### src/rtl/pu_enc.sv
// pu_enc: program encoder/loader for the pu core.
// Takes one symbolic instruction per valid/ready handshake, encodes it into
// the 16-bit instruction word the decoder consumes, and writes it into IMEM
// at consecutive addresses starting from 0. LI16 expands into LIL then LIH.
module pu_enc #(
  parameter int unsigned IADW      = 8,
  parameter int unsigned HALT_STOP = 1
) (
  input  logic            clk,
  input  logic            rst,
  input  logic            clr,
  input  logic            in_valid,
  output logic            in_ready,
  input  logic [3:0]      kind,
  input  logic [1:0]      rw,
  input  logic [1:0]      ra,
  input  logic [1:0]      rb,
  input  logic [2:0]      aop,
  input  logic [15:0]     imm,
  output logic            iwe,
  output logic [IADW-1:0] iad,
  output logic [15:0]     iwd,
  output logic [IADW:0]   cnt,
  output logic            full,
  output logic            done,
  output logic            err
);

  localparam logic [3:0] K_NOP    = 4'd0;
  localparam logic [3:0] K_HALT   = 4'd1;
  localparam logic [3:0] K_CAL_R  = 4'd2;
  localparam logic [3:0] K_LM_R   = 4'd3;
  localparam logic [3:0] K_ADDI   = 4'd4;
  localparam logic [3:0] K_SUBI   = 4'd5;
  localparam logic [3:0] K_LIL    = 4'd6;
  localparam logic [3:0] K_LIH    = 4'd7;
  localparam logic [3:0] K_LM_ADD = 4'd8;
  localparam logic [3:0] K_LM_SUB = 4'd9;
  localparam logic [3:0] K_SM_ADD = 4'd10;
  localparam logic [3:0] K_SM_SUB = 4'd11;
  localparam logic [3:0] K_LI16   = 4'd12;

  // cnt value when memory is full, and when exactly one slot remains
  localparam logic [IADW:0] DEPTH_C = {1'b1, {IADW{1'b0}}};
  localparam logic [IADW:0] LAST_C  = {1'b0, {IADW{1'b1}}};

  typedef enum logic [0:0] {IDLE = 1'b0, EXP2 = 1'b1} state_t;

  state_t          state_q;
  logic            iwe_q;
  logic [IADW-1:0] iad_q;
  logic [15:0]     iwd_q;
  logic [IADW:0]   cnt_q;
  logic            done_q;
  logic            err_q;
  logic [15:0]     lih_q;    // second word of an LI16 macro, latched at accept

  logic            full_d;
  logic            accept_d;
  logic            illegal_d;
  logic [15:0]     word_d;

  // Single-word encodings; LI16 and illegal kinds are handled by the FSM.
  function automatic logic [15:0] encode_word(input logic [3:0]  k,
                                              input logic [1:0]  r_w,
                                              input logic [1:0]  r_a,
                                              input logic [1:0]  r_b,
                                              input logic [2:0]  op,
                                              input logic [7:0]  im);
    logic [15:0] w;
    w = 16'h0000;
    case (k)
      K_NOP:    w = 16'h0000;
      K_HALT:   w = 16'h0001;
      K_CAL_R:  w = {4'b0000, r_w, r_a, 1'b0, op, 1'b0, 1'b1, r_b};
      K_LM_R:   w = {4'b0001, r_w, r_a, 1'b0, op, 1'b0, 1'b1, r_b};
      K_ADDI:   w = {3'b001, 1'b0, r_w, r_a, im};
      K_SUBI:   w = {3'b001, 1'b1, r_w, r_a, im};
      K_LIL:    w = {4'b0100, r_w, r_a, im};
      K_LIH:    w = {4'b0101, r_w, r_a, im};
      K_LM_ADD: w = {3'b100, 1'b0, r_w, r_a, im};
      K_LM_SUB: w = {3'b100, 1'b1, r_w, r_a, im};
      K_SM_ADD: w = {3'b101, 1'b0, r_b, r_a, im};
      K_SM_SUB: w = {3'b101, 1'b1, r_b, r_a, im};
      default:  w = 16'h0000;
    endcase
    return w;
  endfunction

  // Handshake and encode decisions for the current cycle
  always_comb begin
    full_d    = (cnt_q == DEPTH_C);
    in_ready  = !rst && !clr && (state_q == IDLE) && !full_d &&
                !(done_q && (HALT_STOP != 0));
    accept_d  = in_valid && in_ready;
    illegal_d = (kind > K_LI16);
    word_d    = encode_word(kind, rw, ra, rb, aop, imm[7:0]);
  end

  // Loader FSM: one write per accepted instruction, two for LI16
  always_ff @(posedge clk) begin
    if (rst || clr) begin
      state_q <= IDLE;
      iwe_q   <= 1'b0;
      iad_q   <= '0;
      iwd_q   <= 16'h0000;
      cnt_q   <= '0;
      done_q  <= 1'b0;
      err_q   <= 1'b0;
    end else begin
      iwe_q <= 1'b0;
      case (state_q)
        IDLE: begin
          if (accept_d) begin
            if (illegal_d) begin
              err_q <= 1'b1;
            end else if (kind == K_LI16) begin
              // A split LI16 would leave a dangling LIL, so reject it whole
              if (cnt_q == LAST_C) begin
                err_q <= 1'b1;
              end else begin
                iwe_q   <= 1'b1;
                iad_q   <= cnt_q[IADW-1:0];
                iwd_q   <= {4'b0100, rw, rw, imm[7:0]};
                lih_q   <= {4'b0101, rw, rw, imm[15:8]};
                cnt_q   <= cnt_q + 1'b1;
                state_q <= EXP2;
              end
            end else begin
              iwe_q <= 1'b1;
              iad_q <= cnt_q[IADW-1:0];
              iwd_q <= word_d;
              cnt_q <= cnt_q + 1'b1;
              if (kind == K_HALT) begin
                done_q <= 1'b1;
              end
            end
          end
        end
        EXP2: begin
          iwe_q   <= 1'b1;
          iad_q   <= cnt_q[IADW-1:0];
          iwd_q   <= lih_q;
          cnt_q   <= cnt_q + 1'b1;
          state_q <= IDLE;
        end
        default: state_q <= IDLE;
      endcase
    end
  end

  assign iwe  = iwe_q;
  assign iad  = iad_q;
  assign iwd  = iwd_q;
  assign cnt  = cnt_q;
  assign full = full_d;
  assign done = done_q;
  assign err  = err_q;

endmodule

### config.mk
export PLATFORM = sky130hd
export DESIGN_NAME = pu_enc
export DESIGN_NICKNAME = d
export VERILOG_FILES = /design/src/rtl/pu_enc.sv
export SDC_FILE = /design/constraint.sdc
export NUM_CORES = 1
export LEC_CHECK = 0
export CAP_MARGIN = 10
export CORE_AREA = 2 2 86 63
export DETAILED_ROUTE_END_ITERATION = 10
export DIE_AREA = 0 0 88 65
export GPL_ROUTABILITY_DRIVEN = 1
export PLACE_DENSITY = 0.8
export SETUP_SLACK_MARGIN = 0.5
export SYNTH_ARGS = -nofsm -noshare
export SYNTH_HDL_FRONTEND = slang
export SYNTH_SLANG_ARGS = --single-unit
export TNS_END_PERCENT = 100
### constraint.sdc
create_clock -name clk -period 5.95 [get_ports clk]
set_input_delay 0.8925 -clock clk [delete_from_list [all_inputs] [get_ports clk]]
set_output_delay 0.8925 -clock clk [all_outputs]
set_load 0.01 [all_outputs]
# Word level (Yosys, flattened, before mapping)
# Cells that the tools add are included.
[word_totals]
out_inout_bits = 38
ff_bits = 49
in_bits = 33
[classes]
n_mux = 28
n_addsub = 1
bitwise_logic = 5
n_eq_ne = 17
magnitude_cmp = 1
reduce_logical = 16
[op_table]
columns = ["op", "count"]
rows = [
  ["$pmux W16 S11", 1],
  ["$mux W16", 4],
  ["$mux W9", 4],
  ["$mux W8", 4],
  ["$pmux W16 S2", 1],
  ["$eq A4 B4 Y1 const B", 5],
  ["$pmux W9 S2", 1],
  ["$eq A4 B3 Y1 const B", 4],
  ["$pmux W8 S2", 1],
  ["$mux W1", 10],
  ["$add A9 B1 Y9 const B", 1],
  ["$eq A9 B8 Y1 const B", 1],
  ["$eq A9 B9 Y1 const B", 1],
  ["$eq A4 B2 Y1 const B", 2],
  ["$reduce_and A6 Y1", 1],
  ["$logic_and A1 B1 Y1", 5],
  ["$not A1 Y1", 5],
  ["$reduce_and A5 Y1", 1],
  ["$eq A4 B1 Y1 const B", 1],
  ["$gt A4 B4 Y1 const B", 1],
  ["$logic_not A1 Y1", 4],
  ["$ne A2 B2 Y1 const B", 2],
  ["$pmux W1 S2", 2],
  ["$reduce_and A4 Y1", 1],
  ["4 further kinds", 5],
]

# Depth between registers and ports, before layout
[logic_depth]
ltp_word = 8
depth_mapped = 10
mapped_depth_nobuf = 8

# Worst setup path before layout
# Ideal clock, no wire load.
[synth_path]
kind = "input port to flip-flop"
start = "in kind[2]"
end = "reg lih_q[0] (enable)"
t_arrival_ns = 2.580
cell_stages = 4
setup_ns = 0.392
t_required_ns = 5.558
path_slack_ns = 2.977
path_cell_list = "ha_1 or3b_2 clkbuf_1 nor3b_1"
[synth_via]
elab_chain_len = 3
word_cells_on_any_way = 4
cone_classes = "order compare: 1; eq/ne: 1; bitwise: 1; reduce/logical: 1"
[synth_lines]
columns = ["item", "line_no", "text"]
rows = [
  ["start, declared", "14", "input logic [3:0] kind,"],
  ["$gt A4 B4 Y1", "96", "illegal_d = (kind > K_LI16);"],
  ["$not A1 Y1 (no source line)", "--", ""],
  ["$reduce_and A6 Y1 (no source line) *", "--", ""],
  ["end signal, assigned", "125", "lih_q <= {4'b0101, rw, rw, imm[15:8]};"],
  ["end, declared", "56", "logic [15:0] lih_q;"],
]
# Mark *: on every way between the ends. The rest lies on a longest branch, timed or not.
# A chain may end at the register's enable or synchronous reset.

# Worst setup path in the final report
[layout_path]
start = "in clr"
end = "out in_ready"
[layout_via]
elab_chain_len = 5
[layout_lines]
columns = ["item", "line_no", "text"]
rows = [
  ["start, declared", "11", "input logic clr,"],
  ["$logic_not A1 Y1", "93", "in_ready = !rst && !clr && (state_q == IDLE) && !full_d &&"],
  ["$logic_and A1 B1 Y1 (4 in a row)", "93", ""],
  ["end, declared", "13", "output logic in_ready,"],
]
# No other way between the ends.

==> results.py <==
metrics = {
    "cts": {
        "holdBufCountCts": 0,
        "numClockSinks": 47,
        "cts_tree": "yes",
        "cts_setup_buffers": 0,
        "cts_buffers": 5,
        "clk_pin_slew_worst_paths_ns": 0.09,
        "clock_path_buffers": 2,
        "post_cts_resized": 0,
        "ctsRootBufferMaster": "clkbuf_8",
        "clk_latency_ns": 0.31,
        "h-tree-depth": 2,
    },
    "timing": {
        "period_share_pct": 61.22,
        "setup_viol": 0,
        "rsz0062_at_grt": "false",
        "hold_viol_final": 0,
        "worst_pin_slew_ns": 1.094,
        "fin_skew_ns": 0.006743,
        "min_period_ns": 3.642,
        "totalNegativeSetupSlack_ns": 0,
        "slew_viol_final": 0,
        "fin_ws_ns": 2.308,
        "maxSlewHeadroom_pct": 27.03,
        "fmax_mhz": 274.5,
    },
    "grt": {
        "antenna_found_initial": 0,
        "grt_start_max_net_pins": 34,
        "grt_pass1_vias": 2095,
        "grt_util_met1_pct": 33.57,
        "grt_pass1_wl_um": 10200,
        "grt_use_met3_pct": 5.096,
        "top_usage_layer": "met1",
        "grtUsageMet2_pct": 33.52,
        "grt_usage_pct": 23.02,
        "overflow": 0,
    },
    "final_layout": {
        "layout.nets": 362,
        "final_core_util_pct": 63.81,
        "syn2layout_area_growth_pct": 34.66,
        "diodes": 0,
        "design_area_um2": 3179,
        "layout-drive-gt1-share_pct": 6.192,
    },
    "synthesis": {
        "syn_nets": 302,
        "synthAdderAreaFrac_pct": 3.710,
        "syn_inst": 262,
        "synthSimpleGateAreaFrac_pct": 20.35,
        "ys_warn_count": 0,
        "ys.flop_type": "dfxtp_1",
        "async_flop_share_pct": 0,
        "yosysMostFrequentCell": "dfxtp_1",
        "synth_edf_count": 10,
        "synthMuxAreaShare_pct": 4.346,
        "yosysTopAreaCellShare_pct": 31.37,
        "synth-xor-area-share_pct": 0,
        "synth_top_family_by_area": "compound AO/OA/AOI/OAI gates",
        "synth.area.top_cells": "dfxtp_1 31%, edfxtp_1 13%, nand2_1 4.5%, nand3_1 4.5%, ha_1 3.7%",
        "synth_common_cells": "37 x dfxtp_1, 28 x nand2_1, 21 x nand3_1, 16 x a21oi_1, 13 x nor2_1",
        "syn_avg_cell_area_um2": 9.012,
        "synth-compound-area-share_pct": 21.83,
        "synth-seq-cells": 47,
        "ys_types": 45,
        "netlist_area_um2": 2361,
        "synth_top_area_cell": "dfxtp_1",
        "ys_seq_area_share_pct": 44.09,
    },
    "critical_path": {
        "crit_slowest_cell": "clkdlybuf4s50_1",
        "critPathCaptureType": "primary output",
        "crit_top_cell": "clkdlybuf4s50_1",
        "path_cells": "clkdlybuf4s50_1, nor2_1, buf_4, nand2_1, nor3_1, clkdlybuf4s50_1",
        "critPathArrivalTime_ns": 2.75,
        "critPathRequiredTime_ns": 5.06,
        "setup.worst_path.start_class": "input pin",
        "critPathBufInv": 3,
        "crit_type": "input pin to primary output",
        "cpPeakStageDelay_ns": 0.56,
        "crit_family": "buffers and inverters",
        "crit_fanout": 16,
    },
    "outcome": {
        "status": "completed",
    },
    "routing": {
        "drtAntennaViolNets": 0,
        "vias_per_cell": 5.876,
        "routed-via-count": 2321,
        "wl_per_cell_um": 16.31,
        "drc_errors": 0,
        "drtIter0Drc": 205,
        "finalWirelength_um": 6441,
        "dr.pass1.iters": 5,
    },
    "flow_run": {
        "cap_violations": 0,
    },
    "pwr": {
        "max-vdd-ir-drop_mv": 0.1266,
        "power_switching_mw": 0.1544,
        "p_seq_share_pct": 52.0,
        "p_int_mw": 0.4781,
        "pwr-share-clk_pct": 34.5,
        "combPwrFrac_pct": 13.5,
        "sw_frac_of_total_pct": 24.41,
        "leakage_nw": 1.159,
        "power-per-cell-area_nw_per_um2": 198.9,
    },
    "die": {
        "die_area_um2": 5720,
        "initial_utilization_pct": 47.39,
        "num_rows": 22,
        "die_x_um": 88,
        "die_h_um": 65,
        "core_um2": 4982,
        "ios": 71,
    },
    "worst_hold_path": {
        "min_path_type": "flop to flop",
    },
    "placement": {
        "io_buffer_count": 70,
        "place_congestion": 0.8495,
        "hpwl_um": 4395,
        "dpl_cell_area_um2": 3078,
        "pre_cts_ws_ns": 2.329,
    },
}
-- stage by stage --
step	total power, mW	cells	hold WS, ns
2_1_floorplan	0.3813	262	0.4485
3_3_place_gp	0.4189	387	0.4488
3_5_place_dp	0.4199	387	0.4496
4_1_cts	0.6348	395	0.4619
5_1_grt	0.6536	395	0.4944
6_report	0.6325	395	0.4599
-- tightest hold or removal path, delay by kind of cell, from the launching register on --
kind	cells	cell delay (ns)
compound gates	1	0.05
flops	1	0.32
simple gates	1	0.05
-- sequential cells by signal, summed over array words and instances (netlist names) --
name,cells
cnt,9
done,1
err,1
iad,8
iwd,16
iwe,1
lih_q,10
state_q,1
-- power by group through the flow --
stage | Combinational [mW] | Clock (mW) | Sequential (mW)
after floorplan | 0.0441 | 0 | 0.337
after global placement | 0.0824 | 0 | 0.336
after detailed placement | 0.0835 | 0 | 0.336
after CTS | 0.0839 | 0.222 | 0.329
after global routing | 0.0914 | 0.233 | 0.329
final | 0.0851 | 0.218 | 0.329
-- routing by layer --
metal | share of wire [%] | routed length (µm) | vias up
li1 | - | - | 1095
met1 | 47 | 3016 | 1100
met2 | 43 | 2787 | 119
met3 | 8.9 | 571 | 7
met4 | 1.0 | 65 | 0
met5 | 0 | 0 | -
-- cells in the final DEF (no fill, tap or decap), drive strengths merged, types with 3 or more instances in the layout --
master,synthesis,routed
a21oi,16,16
nor2,13,13
nor3b,3,3
nand2,28,28
or3,7,7
clkdlybuf4s50,0,70
mux2i,8,8
o31ai,4,4
nand3,21,21
ha,7,7
a31oi,5,5
o22ai,7,7
dfxtp,37,37
a311oi,4,4
inv,10,10
o2111ai,7,7
and3,5,5
o21ai,16,16
clkbuf,12,8
nor3,8,8
buf,8,3
a211oi,4,4
edfxtp,10,10
-- kinds of logic after synthesis --
family | Yosys count
compound gates | 74
mux | 10
simple gates | 94
buf+inv | 30
fa+ha+maj | 7
flops | 47
-- worst paths after layout --
path,slack [ns],from,depth (start not counted),endpoint
worst max-delay path,2.31,clr,6,in_ready
worst min-delay path,0.46,iwd[15],2,iwd[15]
worst max register to register,2.92,cnt[1],8,cnt[0]
worst min register to register,0.46,iwd[15],2,iwd[15]
-- final cells by class --
class                      instances  area (µm²)
multi-input combinational        185        1186
tap                               72       90.09
fill                             440        1803
timing repair buffer              73       723.2
sequential                        47        1041
inverter                          10       37.54
clock buffer                       8       101.3
Note: power is estimated with default switching activity, not from simulation.
